[src/rtl/parity_serial_rx.sv]
// Serial frame receiver: start bit, DATA_W data bits (LSB first), XOR parity bit and stop bit.
// It deserialises the frame into a word and flags parity and framing errors.
module parity_serial_rx #(
   parameter int DATA_W     = 8,
   parameter int BIT_CYC    = 4,
   parameter bit PARITY_ODD = 1'b0
) (
   input  logic              clk,
   input  logic              rst_n,
   input  logic              rx_in,
   output logic [DATA_W-1:0] rx_data,
   output logic              rx_valid,
   output logic              parity_err,
   output logic              frame_err,
   output logic              busy
);

   localparam int CNT_W = (BIT_CYC > 2) ? $clog2(BIT_CYC) : 1;
   localparam int BIT_W = (DATA_W > 1) ? $clog2(DATA_W) : 1;

   localparam logic [CNT_W-1:0] HALF_LOAD = CNT_W'(BIT_CYC/2 - 1);
   localparam logic [CNT_W-1:0] FULL_LOAD = CNT_W'(BIT_CYC - 1);
   localparam logic [BIT_W-1:0] LAST_BIT  = BIT_W'(DATA_W - 1);

   localparam logic [2:0] IDLE   = 3'd0;
   localparam logic [2:0] START  = 3'd1;
   localparam logic [2:0] DATA   = 3'd2;
   localparam logic [2:0] PARITY = 3'd3;
   localparam logic [2:0] STOP   = 3'd4;

   logic              rx_sync_p0;
   logic              rx_sync_p1;
   logic              rx_s;
   logic [2:0]        state;
   logic [CNT_W-1:0]  cyc_cnt;
   logic [BIT_W-1:0]  bit_cnt;
   logic [DATA_W-1:0] shift_reg;
   logic              par_acc;
   logic              perr_lat;
   logic              tick;

   // Stage p0/p1: two-flop synchroniser, idles high so reset looks like an idle line
   always_ff @(posedge clk or negedge rst_n) begin
      if (!rst_n) begin
         rx_sync_p0 <= 1'b1;
         rx_sync_p1 <= 1'b1;
      end else begin
         rx_sync_p0 <= rx_in;
         rx_sync_p1 <= rx_sync_p0;
      end
   end

   assign rx_s = rx_sync_p1;
   assign tick = (state != IDLE) && (cyc_cnt == '0);
   assign busy = (state != IDLE);

   // Bit-timing FSM: every counter expiry lands on the middle of a serial bit
   always_ff @(posedge clk or negedge rst_n) begin
      if (!rst_n) begin
         state      <= IDLE;
         cyc_cnt    <= '0;
         bit_cnt    <= '0;
         shift_reg  <= '0;
         par_acc    <= 1'b0;
         perr_lat   <= 1'b0;
         rx_data    <= '0;
         rx_valid   <= 1'b0;
         parity_err <= 1'b0;
         frame_err  <= 1'b0;
      end else begin
         rx_valid <= 1'b0;
         if (state == IDLE) begin
            if (!rx_s) begin
               state   <= START;
               cyc_cnt <= HALF_LOAD;
            end
         end else if (!tick) begin
            cyc_cnt <= cyc_cnt - CNT_W'(1);
         end else begin
            cyc_cnt <= FULL_LOAD;
            case (state)
               START: begin
                  if (rx_s) begin
                     state <= IDLE;
                  end else begin
                     state   <= DATA;
                     bit_cnt <= '0;
                     par_acc <= 1'b0;
                  end
               end
               DATA: begin
                  shift_reg[bit_cnt] <= rx_s;
                  par_acc            <= par_acc ^ rx_s;
                  if (bit_cnt == LAST_BIT) begin
                     state <= PARITY;
                  end else begin
                     bit_cnt <= bit_cnt + BIT_W'(1);
                  end
               end
               PARITY: begin
                  perr_lat <= ((par_acc ^ rx_s) != PARITY_ODD);
                  state    <= STOP;
               end
               STOP: begin
                  // Back to IDLE at the stop midpoint so a following start bit is not missed
                  state      <= IDLE;
                  rx_valid   <= 1'b1;
                  rx_data    <= shift_reg;
                  parity_err <= perr_lat;
                  frame_err  <= ~rx_s;
               end
               default: state <= IDLE;
            endcase
         end
      end
   end

endmodule

[config.mk]
export PLATFORM = sky130hd
export DESIGN_NAME = parity_serial_rx
export DESIGN_NICKNAME = d
export VERILOG_FILES = /design/src/rtl/parity_serial_rx.sv
export SDC_FILE = /design/constraint.sdc
export NUM_CORES = 1
export LEC_CHECK = 0
export BUFFER_PORTS_ARGS = -buffer_cell sky130_fd_sc_hd__buf_4
export CORE_MARGIN = 2
export CORE_UTILIZATION = 40
export CTS_CLUSTER_SIZE = 20
export DETAILED_ROUTE_END_ITERATION = 12
export PLACE_DENSITY = 0.6
export SLEW_MARGIN = 15
export SYNTH_ARGS = -nofsm -noshare
export SYNTH_HDL_FRONTEND = slang
export SYNTH_SLANG_ARGS = --single-unit
[constraint.sdc]
create_clock -name clk -period 1.8 [get_ports clk]
set_input_delay 0.09 -clock clk [delete_from_list [all_inputs] [get_ports clk]]
set_output_delay 0.09 -clock clk [all_outputs]
set_load 0.05 [all_outputs]
* Word-level counts from Yosys, hierarchy flattened *
Cells that the tools add are included.

cells by class
  add/subtract/negate cells = 2
  multipliers = 0
  divide/modulo/power cells = 0
  $lt $le $gt $ge = 2
  equality and inequality tests = 9
  shift operators = 0
  mux-type cells = 20
  bitwise gates (word level) = 3
  reduce and logical (&&, ||, !) cells = 13

operators with widths
  cell                   number
  $mux W3                6
  $reduce_and A3 Y1      4
  $pmux W3 S3            1
  $bwmux W8              1
  $mux W2                4
  $eq A3 B2 Y1 const B   2
  $eq A3 B3 Y1 const B   2
  $ne A2 B2 Y1 const B   3
  $pmux W3 S2            1
  $mux W1                5
  $reduce_and A5 Y1      1
  $lt A3 B4 Y1 const B   1
  $reduce_and A4 Y1      1
  $reduce_bool A2 Y1     2
  $add A3 B1 Y3 const B  1
  $demux W1 S3           1
  $eq A3 B1 Y1 const B   1
  $ge A3 B1 Y1 const B   1
  $logic_not A3 Y1       1
  $ne A3 B3 Y1 const B   1
  $reduce_bool A3 Y1     1
  $logic_and A1 B1 Y1    2
  $logic_not A2 Y1       1
  $not A1 Y1             2
  other kinds (3)        3

storage, ports and cells
  flip-flop bits (word level) = 31
  latch bits = 0
  memory bits (writable) = 0
  memory bits (read-only) = 0
  input port bits = 3
  output and inout port bits = 12
  logic and storage cells = 61
  memories = 0

* Logic depth before layout (Yosys ltp) *
Gate-level depths: netlist (run 1).

  word-level depth = 5
  mapped depth = 6
  gate-level depth less buffers = 5

* Least setup slack after synthesis (run 1) *
OpenSTA, ideal clock, no wires.

  path type = register -> register
  start point = register cyc_cnt[0]
  end point = register parity_err
  library setup time = 125 ps
  arrival time = 1,461 ps
  data required time = 1,675 ps
  path slack = 214 ps
  stages on the path, launching flop included = 7
  buffers on the path = 1
  period minus slack after synthesis = 1,586 ps
  cell sequence = dfrtp_1 > inv_1 > ha_1 > nand2_1 > nor3_1 > buf_4 > mux2_2

on the way
  longest elaborated chain between the ends = 3

ends and longest elaborated chain
  element                             RTL line  text
  from (decl)                         35        logic [CNT_W-1:0] cyc_cnt;
  from (signal assigned)              78        cyc_cnt <= cyc_cnt - CNT_W'(1);
  $logic_not A2 Y1                    54        assign tick = (state != IDLE) && (cyc_cnt == '0);
  $logic_and A1 B1 Y1                 54
  $reduce_and A3 Y1 (no source line)  -
  to (signal assigned)                109       parity_err <= perr_lat;
  to (decl)                           13        output logic parity_err,

No other way between the ends.
A chain may end at the register's enable or synchronous reset.

* Final worst setup path (run 1) *
  start point = register cyc_cnt[0]
  end point = register shift_reg[0]

on the way
  longest elaborated chain between the ends = 3

ends and longest elaborated chain
  element                             RTL line  text
  $logic_not A2 Y1                    54
  $logic_and A1 B1 Y1                 54
  $reduce_and A3 Y1 (no source line)  -
  to (signal, indexed assignment)     92        shift_reg[bit_cnt] <= rx_s;
  to (decl)                           37        logic [DATA_W-1:0] shift_reg;

No other way between the ends.

==> metrics.md, run 1 <==
| Metric | Value |
|---|---|
| Vias in the first global route | `928` |
| R2R cell count | `5` |
| Clock Latency Late Sink | `0.32 ns` |
| Final HPWL DP | `1.60 mm` |
| IO Count | `15` |
| Most frequent cells in the layout | `dfrtp_1, buf_4, mux2_1` |
| CTS tree | `yes` |
| Crit path time final | `1.67 ns` |
| Status | `complete, no violations` |
| Commonest non-fill, non-tap cell in the layout | `dfrtp_1` |
| Maximum clock path buffer count | `2` |
| Distinct cells, synth | `31` |
| Cts bufs inserted | `5` |
| Post-Syn Area | `1360 um^2` |
| Share of cells above drive strength 1 | `31.0%` |
| Dpl ws | `0.0524 ns` |
| Area Growth Syn to Fin | `19.4%` |
| Placed inst area | `1520 um^2` |
| Worst hold path class | `in2async` |
| Slew Limit Fails | `0` |
| Post-synth EDFFs | `0` |
| Launching point of the worst reg2reg path | `cyc_cnt[0]` |
| Setup CP Type | `reg2reg` |
| Synthesized area per cell | `12.7 um^2` |
| Final Cycle Share | `92.7%` |
| Setup Viol. Count Final | `0` |
| Initial Utilization | `41.1%` |
| LEAKAGE | `0.802 nW` |
| Final net count | `134` |
| Detail Route Antenna Nets | `0` |
| Peak VDD IR | `985 uV` |
| Fmax | `0.599 GHz` |
| Final core utilization | `49.1%` |
| CP startpoint | `cyc_cnt[0]` |
| Core footprint | `3310 um^2` |
| Vias/cell | `5.00` |
| Number of max-cap violations | `0` |
| # DRC | `0` |
| RSZ-0062 raised after global routing | `yes` |
| Setup repair bufs after CTS | `0` |
| Worst Path Max Fanout | `9` |
| Root Driver | `clkbuf_4` |
| Drt pass-1 iters | `4` |
| Post-route cell area | `1620 um^2` |
| Crit. End Element | `register` |
| Register area share after synthesis | `57.2%` |
| Reg2reg setup slack | `0.13 ns` |
| All-Layer GR Usage | `14.1%` |
| Die Wd | `62.3 um` |
| Port buffer count | `14` |
| Critical Path End | `shift_reg[0]` |
| Antenna violations before repair | `0` |
| Mapped Cells | `107` |
| Worst slew pin tran | `0.391 ns` |
| Die Y | `62.3 um` |
| CP arrival | `1.88 ns` |
| Synth warn | `0` |
| Antenna Cells | `0` |
| Number of fill cells | `320` |
| Clock transition time at the flip-flop clock pins of the worst setup and hold paths | `0.09 ns` |
| Site row count | `21` |
| FF+latch count, synth | `31` |
| Via count | `875` |
| Wirelength per Cell | `13.4 um` |
| Critical Path Start Type | `register` |
| Post-Syn Nets | `113` |
| CTS H-tree depth | `2` |
| Final setup skew | `0.00476 ns` |
| Routability cong. | `0.743` |
| Post-synth ARST share | `100%` |
| Clock Sinks | `31` |
| Synth Flop Type | `dfrtp_1` |
| Setup WS post-layout | `0.131 ns` |
| Overflow after GRT | `0` |
| WP data required | `2.01 ns` |
| Largest net degree at the start of global routing | `32` |
| Reg2reg end | `shift_reg[0]` |
| Final hold violation count | `0` |
| DIE AREA | `3880 um^2` |
| Initial DRC count | `52` |
| First-pass GRT wire length | `4.17 mm` |
| Final wirelength | `2.35 mm` |
| Cell Pwr Density | `1310 nW/um^2` |
| Slew margin rel. | `73.9%` |
## cell usage after synthesis (all sizes together), types with 2 or more instances
cell type	count	share of area, %
nor3b	3	1.7
inv	7	1.9
nand3	2	0.74
buf	4	1.7
ha	3	2.8
nand2	3	0.83
clkbuf	2	0.55
mux2	19	16
o21ai	4	1.5
dfstp	2	3.9
a31oi	3	1.4
dfrtp	29	53
nand4	4	1.8
nor4	4	1.8
mux2i	3	2.2
nor3	3	1.1
## critical path, cell delays in order, from the launching register on
cell       delay, ns
dfrtp_1         0.37
inv_1           0.09
ha_2            0.26
nand4bb_1       0.18
nor4_1          0.29
mux2_1          0.35
## metal layers
metal / part of all wire (%) / GRT usage [%] / vias up / wire length (um)
met3: 5.1 / 5.80 / 4 / 119
met4: 1.2 / 6.94 / 0 / 29
met2: 50 / 22.6 / 20 / 1170
li1: - / - / 425 / -
met5: 0 / 0 / - / 0
met1: 44 / 16.4 / 426 / 1040
## metrics by stage
stage          hold slack [ns]  instances  power [mW]  TNS (ns)
2_1_floorplan           -0.206        107        1.48         0
3_3_place_gp            0.0409        165        1.64         0
3_5_place_dp            0.0432        165        1.66         0
4_1_cts                  0.230        175        2.14         0
5_1_grt                  0.229        175        2.28   -0.0584
6_report                 0.223        175        2.12         0
## kinds of logic after synthesis
kind of cell	count (synthesis)	synth area share, %
multiplexers	22	17.9
adder cells (fa/ha/maj)	3	2.76
flip-flops	31	57.2
XOR/XNOR	1	0.644
AO/OA/AOI/OAI	11	5.34
buffers and inverters	13	4.14
AND/OR/NAND/NOR	26	12.0
## where the power goes
part	switching, mW	internal [mW]
clock	0.226	0.230
combinational	0.427	0.280
sequential	0.136	0.827
total	0.789	1.34
## timing repair
item,in CTS,in global routing
gates resized for setup,0,3
endpoints found under the setup margin,0,18
hold buffers,2,0
hold endpoints to repair,32,0
## how the worst min path moves through the flow
| stage | from | endpoint | slack [ns] | depth (start not counted) |
|---|---|---|---|---|
| 2_1_floorplan | rst_n | bit_cnt[0] | -0.21 | 0 |
| 3_3_place_gp | rst_n | frame_err | 0.04 | 1 |
| 3_5_place_dp | rst_n | rx_valid | 0.04 | 1 |
| 4_1_cts | rst_n | rx_data[6] | 0.23 | 2 |
| 5_1_grt | rst_n | state[1] | 0.23 | 2 |
| 6_report | rst_n | frame_err | 0.22 | 2 |
## layout make-up
cell class,count,area [um^2],share of cell area (%)
Clock buffer,8,68.8,4.24
Inverter,7,26.3,1.62
Multi-Input combinational cell,63,538,33.1
Sequential cell,31,778,47.9
Tap cell,46,57.6,3.54
Timing Repair Buffer,20,155,9.55
Power figures use the tool's default switching activity.
==> run 2, diff against run 1 <==
CTS_CLUSTER_DIAMETER = 30   (was default)
clock period = 1.7 ns   (was 1.8 ns; I/O delays follow)
==> run 2 against run 1 <==
First-iteration DRC count decreased by 35%. Clock-buffer cell count unchanged. Maximum frequency increased by 0.22%. Via count increased by 5.1%. Design area increased by 3.8%. Total power increased by 12%. Critical path type unchanged. Sequential share of layout area decreased by 1.7 points. Final cell count increased by 2.9%.
==> metrics.md, run 2 (same netlist as run 1, synthesis figures left out) <==
| Metric | Value |
|---|---|
| # DRC | `0 (unchanged)` |
| Setup CP Type | `reg2reg (unchanged)` |
| Port buffer count | `14 (unchanged)` |
| Met3 wire len | `106 um (was 119 um)` |
| Seq pwr share | `41.2% (was 45.3%)` |
| Final hold violation count | `0 (unchanged)` |
| Clock Latency Late Sink | `0.33 ns (was 0.32 ns)` |
| Critical Path Start Type | `register (unchanged)` |
| Final HPWL DP | `1.62 mm (was 1.60 mm)` |
| CP top delay family | `simple AND/OR/NAND/NOR gates (unchanged)` |
| Drt pass-1 iters | `4 (unchanged)` |
| CP Cell Sequence | `inv_1, ha_4, nand4bb_1, nor4_1, mux2_1 (was inv_1, ha_2, nand4bb_1, nor4_1, mux2_1)` |
| Cell Pwr Density | `1410 nW/um^2 (was 1310 nW/um^2)` |
| Overflow after GRT | `0 (unchanged)` |
| Slew Limit Fails | `0 (unchanged)` |
| Switch Pwr | `0.881 mW (was 0.789 mW)` |
| Core footprint | `3310 um^2 (unchanged)` |
| Wirelength per Cell | `13.7 um (was 13.4 um)` |
| Largest net degree at the start of global routing | `32 (unchanged)` |
| WL met1 | `1.04 mm (about the same)` |
| Pint | `1.50 mW (was 1.34 mW)` |
| Final setup skew | `0.00502 ns (was 0.00476 ns)` |
| Site row count | `21 (unchanged)` |
| Maximum clock path buffer count | `2 (unchanged)` |
| Share of cells above drive strength 1 | `35.8% (was 31.0%)` |
| Status | `complete, no violations (unchanged)` |
| Detail Route Antenna Nets | `0 (unchanged)` |
| Routed wl met2 | `1.27 mm (was 1.17 mm)` |
| CP max stage delay | `0.39 ns (was 0.37 ns)` |
| Most frequent cells in the layout | `dfrtp_1, buf_4, mux2_1 (unchanged)` |
| First-pass GRT wire length | `4.11 mm (was 4.17 mm)` |
| Register Area | `778 um^2 (unchanged)` |
| Antenna Cells | `0 (unchanged)` |
| Cts bufs inserted | `5 (unchanged)` |
| Initial Utilization | `41.1% (unchanged)` |
| Clock power share | `20.4% (was 21.4%)` |
| Clock transition time at the flip-flop clock pins of the worst setup and hold paths | `0.09 ns (about the same)` |
| WP data required | `1.92 ns (was 2.01 ns)` |
| Final wirelength | `2.47 mm (was 2.35 mm)` |
| Slowest cell on crit path | `dfrtp_1 (unchanged)` |
| Number of fill cells | `325 (was 320)` |
| Area Growth Syn to Fin | `23.9% (was 19.4%)` |
| IO Count | `15 (unchanged)` |
| Final net count | `139 (was 134)` |
| Fin cells | `180 (was 175)` |
| Total chip power | `2.38 mW (was 2.12 mW)` |
| Die Y | `62.3 um (unchanged)` |
| Crit. End Element | `register (unchanged)` |
| Root Driver | `clkbuf_4 (unchanged)` |
| TNS Setup | `0 ns (unchanged)` |
| Peak VDD IR | `910 uV (was 985 uV)` |
| Vias in the first global route | `898 (was 928)` |
| Antenna violations before repair | `0 (unchanged)` |
| All-Layer GR Usage | `13.9% (was 14.1%)` |
| Comb pwr share | `38.4% (was 33.2%)` |
| Switching Fraction | `37.0% (was 37.1%)` |
| Setup repair bufs after CTS | `0 (unchanged)` |
| Clock Sinks | `31 (unchanged)` |
| Slew margin rel. | `74.9% (was 73.9%)` |
| Crit path time final | `1.67 ns (about the same)` |
| CTS H-tree depth | `2 (unchanged)` |
| Setup Viol. Count Final | `0 (unchanged)` |
| Worst slew pin tran | `0.373 ns (was 0.391 ns)` |
| Fin Hold WS | `0.226 ns (was 0.223 ns)` |
| LEAKAGE | `0.825 nW (was 0.802 nW)` |
| Commonest non-fill, non-tap cell in the layout | `dfrtp_1 (unchanged)` |
| Worst hold path class | `in2async (unchanged)` |
| Multi-input gate area | `562 um^2 (was 538 um^2)` |
| Initial DRC count | `34 (was 52)` |
| Worst Path Max Fanout | `5 (was 9)` |
| CP arrival | `1.88 ns (about the same)` |
| Uppermost routed layer | `met4 (unchanged)` |
| CP Buf/Inv Count | `1 (unchanged)` |
| CTS tree | `yes (unchanged)` |
| Cells after DPL | `170 (was 165)` |
| Fmax | `0.601 GHz (was 0.599 GHz)` |
| Die Wd | `62.3 um (unchanged)` |
| Final Cycle Share | `98.0% (was 92.7%)` |
| Via count | `920 (was 875)` |
| Number of max-cap violations | `0 (unchanged)` |
| Final core utilization | `50.9% (was 49.1%)` |
| Routability cong. | `0.731 (was 0.743)` |
| Vias/cell | `5.11 (was 5.00)` |
| DIE AREA | `3880 um^2 (unchanged)` |
==> run 2: cell types whose count changed in the layout (fill, tap and decap cells not counted), sizes merged <==
cell / previous run / this run
buf: 18 / 23
==> run 2: power by group through the flow <==
stage / registers (mW) / logic, mW / clock network, mW
global placement: 0.977 / 0.833 / 0
CTS: 0.969 / 0.864 / 0.503
global route: 1.01 / 0.996 / 0.539
floorplan: 1.07 / 0.501 / 0
detailed placement: 0.981 / 0.848 / 0
finish: 0.983 / 0.914 / 0.486
==> run 2: area by class of cell <==
class                      instances  share of cell area (%)
sequential                        31                    46.2
multi-input combinational         63                    33.3
timing repair buffer              25                    11.4
clock buffer                       8                    4.08
tap                               46                    3.41
inverter                           7                    1.56
==> run 2: what timing repair did <==
action	4_1_cts	5_1_grt
hold buffers	2	0
hold endpoints to repair	32	0
pin swaps	0	2
endpoints found under the setup margin	1	18
resized for setup	1	7
==> run 2: path summary, 6_finish.rpt <==
kind,start,to,slack (ns),depth (start not counted)
min in group clk,rx_sync_p0,rx_s,0.36,0
worst min-delay path,rst_n,rx_data[1],0.23,2
worst max register to register,cyc_cnt[1],shift_reg[2],0.03,5
worst min register to register,rx_sync_p0,rx_s,0.36,0
max in group asynchronous,rst_n,rx_s,1.16,2
worst max-delay path,cyc_cnt[1],shift_reg[2],0.03,5
==> run 2: stage by stage <==
step / setup slack [ns] / instance area, um^2
3_3_place_gp: 0.0507 / 1560
2_1_floorplan: 0.114 / 1360
4_1_cts: 0.0267 / 1650
3_5_place_dp: 0.0338 / 1560
6_report: 0.0347 / 1690
5_1_grt: -0.0660 / 1690
==> run 2: per-layer routing <==
| layer | up-vias | GRT usage (%) |
|---|---|---|
| met1 | 460 | 16.0 |
| li1 | 437 | - |
| met5 | - | 0 |
| met3 | 6 | 5.62 |
| met4 | 0 | 6.67 |
| met2 | 17 | 22.7 |
==> run 3, diff against run 2 <==
==> constraint.sdc (replaced) <==
create_clock -name clk -period 1.7 [get_ports clk]
set_input_delay 0.085 -clock clk [delete_from_list [all_inputs] [get_ports clk]]
set_output_delay 0.085 -clock clk [all_outputs]
set_load 0.02 [all_outputs]
==> run 3 against run 2 <==
Total power shrank 6.3%. Sequential power down 1%. Hold slack better by 0.0023 ns. Die area did not move. Critical path depth did not move. Sequential cell count unchanged. Via count is 0.33% lower. First-iteration DRC count down 8.8%. Routed wire length shrank 1.1%. Utilization decreased by 0.19 points.
==> metrics.md, run 3 (same netlist as run 1, synthesis figures left out) <==
| Metric | Value |
|---|---|
| Final Cycle Share | `97.7% (was 98.0%)` |
| M3 GR Usage | `5.62% (unchanged)` |
| Core footprint | `3310 um^2 (unchanged)` |
| Commonest non-fill, non-tap cell in the layout | `dfrtp_1 (unchanged)` |
| Root Driver | `clkbuf_4 (unchanged)` |
| Setup CP Type | `reg2reg (unchanged)` |
| Antenna Cells | `0 (unchanged)` |
| Critical Path End | `shift_reg[2] (unchanged)` |
| Largest net degree at the start of global routing | `32 (unchanged)` |
| Routability cong. | `0.731 (unchanged)` |
| Wirelength per Cell | `13.6 um (was 13.7 um)` |
| Number of max-cap violations | `0 (unchanged)` |
| Cts bufs inserted | `5 (unchanged)` |
| Clock Sinks | `31 (unchanged)` |
| Overflow after GRT | `0 (unchanged)` |
| Initial DRC count | `31 (was 34)` |
| Post-route cell area | `1680 um^2 (was 1690 um^2)` |
| IO Count | `15 (unchanged)` |
| Final wirelength | `2.44 mm (was 2.47 mm)` |
| Die Y | `62.3 um (unchanged)` |
| Antenna violations before repair | `0 (unchanged)` |
| Drt pass-1 iters | `4 (unchanged)` |
| Port buffer count | `14 (unchanged)` |
| Slew margin rel. | `74.7% (was 74.9%)` |
| Launching point of the worst reg2reg path | `cyc_cnt[1] (unchanged)` |
| Final hold violation count | `0 (unchanged)` |
| Reg2reg end | `shift_reg[2] (unchanged)` |
| Final net count | `139 (unchanged)` |
| WP data required | `1.92 ns (about the same)` |
| Grt met2 use | `22.7% (unchanged)` |
| # DRC | `0 (unchanged)` |
| Status | `complete, no violations (unchanged)` |
| Most used routing layer | `met2 (unchanged)` |
| CP startpoint | `cyc_cnt[1] (unchanged)` |
| Worst slew pin tran | `0.377 ns (was 0.373 ns)` |
| DIE AREA | `3880 um^2 (unchanged)` |
| First-pass GRT wire length | `4.11 mm (unchanged)` |
| Final HPWL DP | `1.62 mm (unchanged)` |
| Via count | `917 (was 920)` |
| Cell Pwr Density | `1330 nW/um^2 (was 1410 nW/um^2)` |
| Vias in the first global route | `898 (unchanged)` |
| Setup Viol. Count Final | `0 (unchanged)` |
| Clock transition time at the flip-flop clock pins of the worst setup and hold paths | `0.09 ns (about the same)` |
| Setup repair bufs after CTS | `0 (unchanged)` |
| Placed inst area | `1560 um^2 (unchanged)` |
| CP arrival | `1.88 ns (about the same)` |
| Final setup skew | `0.00398 ns (was 0.00502 ns)` |
| LEAKAGE | `0.823 nW (was 0.825 nW)` |
| Peak VDD IR | `711 uV (was 910 uV)` |
| Site row count | `21 (unchanged)` |
| Vias/cell | `5.09 (was 5.11)` |
| Die Wd | `62.3 um (unchanged)` |
| Initial Utilization | `41.1% (unchanged)` |
| Crit. End Element | `register (unchanged)` |
| R2R cell count | `5 (unchanged)` |
| Fin Hold WS | `0.228 ns (was 0.226 ns)` |
| All-Layer GR Usage | `13.9% (unchanged)` |
| Worst Path Max Fanout | `5 (unchanged)` |
| Maximum clock path buffer count | `2 (unchanged)` |
| Detail Route Antenna Nets | `0 (unchanged)` |
| Fmax | `0.602 GHz (was 0.601 GHz)` |
| Area Growth Syn to Fin | `23.5% (was 23.9%)` |
| Reg2reg setup slack | `0.04 ns (was 0.03 ns)` |
| CTS H-tree depth | `2 (unchanged)` |
| Crit path time final | `1.66 ns (was 1.67 ns)` |
| Share of cells above drive strength 1 | `35.8% (unchanged)` |
| CTS tree | `yes (unchanged)` |
| Met1 Track Usage GR | `16.0% (unchanged)` |
| Final core utilization | `50.7% (was 50.9%)` |
| Critical Path Start Type | `register (unchanged)` |
| Most frequent cells in the layout | `dfrtp_1, buf_4, mux2_1 (unchanged)` |
| Slew Limit Fails | `0 (unchanged)` |
| Clock Latency Late Sink | `0.33 ns (about the same)` |
| Worst hold path class | `in2async (unchanged)` |
run 3: cell counts in the layout (fill, tap and decap cells not counted):
Identical to the previous run, type by type.
run 3: area by class of cell:
| cell class | count | area, um^2 |
|---|---|---|
| multi-input cells | 63 | 556 |
| inverters | 7 | 26.3 |
| flip-flops and latches | 31 | 778 |
| clock buffers | 8 | 68.8 |
| well taps | 46 | 57.6 |
| fillers | 327 | 1630 |
| repair buffers | 25 | 193 |
run 3: worst min path at each step:
stage	from	end	slack, ns	cells past startpoint
3_5_place_dp	rst_n	frame_err	0.04	1
5_1_grt	rst_n	shift_reg[6]	0.25	2
3_3_place_gp	rst_n	rx_valid	0.04	1
2_1_floorplan	rst_n	bit_cnt[0]	-0.21	0
6_report	rst_n	frame_err	0.23	2
4_1_cts	rst_n	shift_reg[4]	0.22	2
run 3: repair_timing:
item | in CTS | in global routing
hold endpoints to repair | 32 | 0
resized for setup | 1 | 6
gates cloned | 0 | 0
setup endpoints to repair | 1 | 18
hold buffers | 2 | 0
pin swaps | 0 | 2
run 3: critical path: stages, from the launching register on:
cell and delay, ns:
dfrtp_1 0.39, inv_1 0.09, ha_4 0.15, nand4bb_1 0.22
nor4_1 0.35, mux2_1 0.35
run 3: where the power goes:
part / switching [mW] / leakage [nW] / internal (mW) / total (mW)
Combinational: 0.402 / 0.372 / 0.370 / 0.772
Clock: 0.245 / 0.0386 / 0.243 / 0.488
Sequential: 0.0959 / 0.413 / 0.877 / 0.973
Total: 0.743 / 0.823 / 1.49 / 2.23
run 3: layer usage:
layer | vias to the layer above | wire length [um]
li1 | 437 | -
met1 | 459 | 1040
met2 | 15 | 1250
met3 | 6 | 99
met4 | 0 | 55
met5 | - | 0
run 3: stage by stage:
| stage | power [mW] | setup WS [ns] | std cells | TNS [ns] |
|---|---|---|---|---|
| 5_1_grt | 2.39 | -0.0657 | 180 | -0.0751 |
| 2_1_floorplan | 1.45 | 0.114 | 107 | 0 |
| 3_3_place_gp | 1.68 | 0.0507 | 170 | 0 |
| 6_report | 2.23 | 0.0393 | 180 | 0 |
| 3_5_place_dp | 1.70 | 0.0338 | 170 | 0 |
| 4_1_cts | 2.21 | 0.0267 | 180 | 0 |
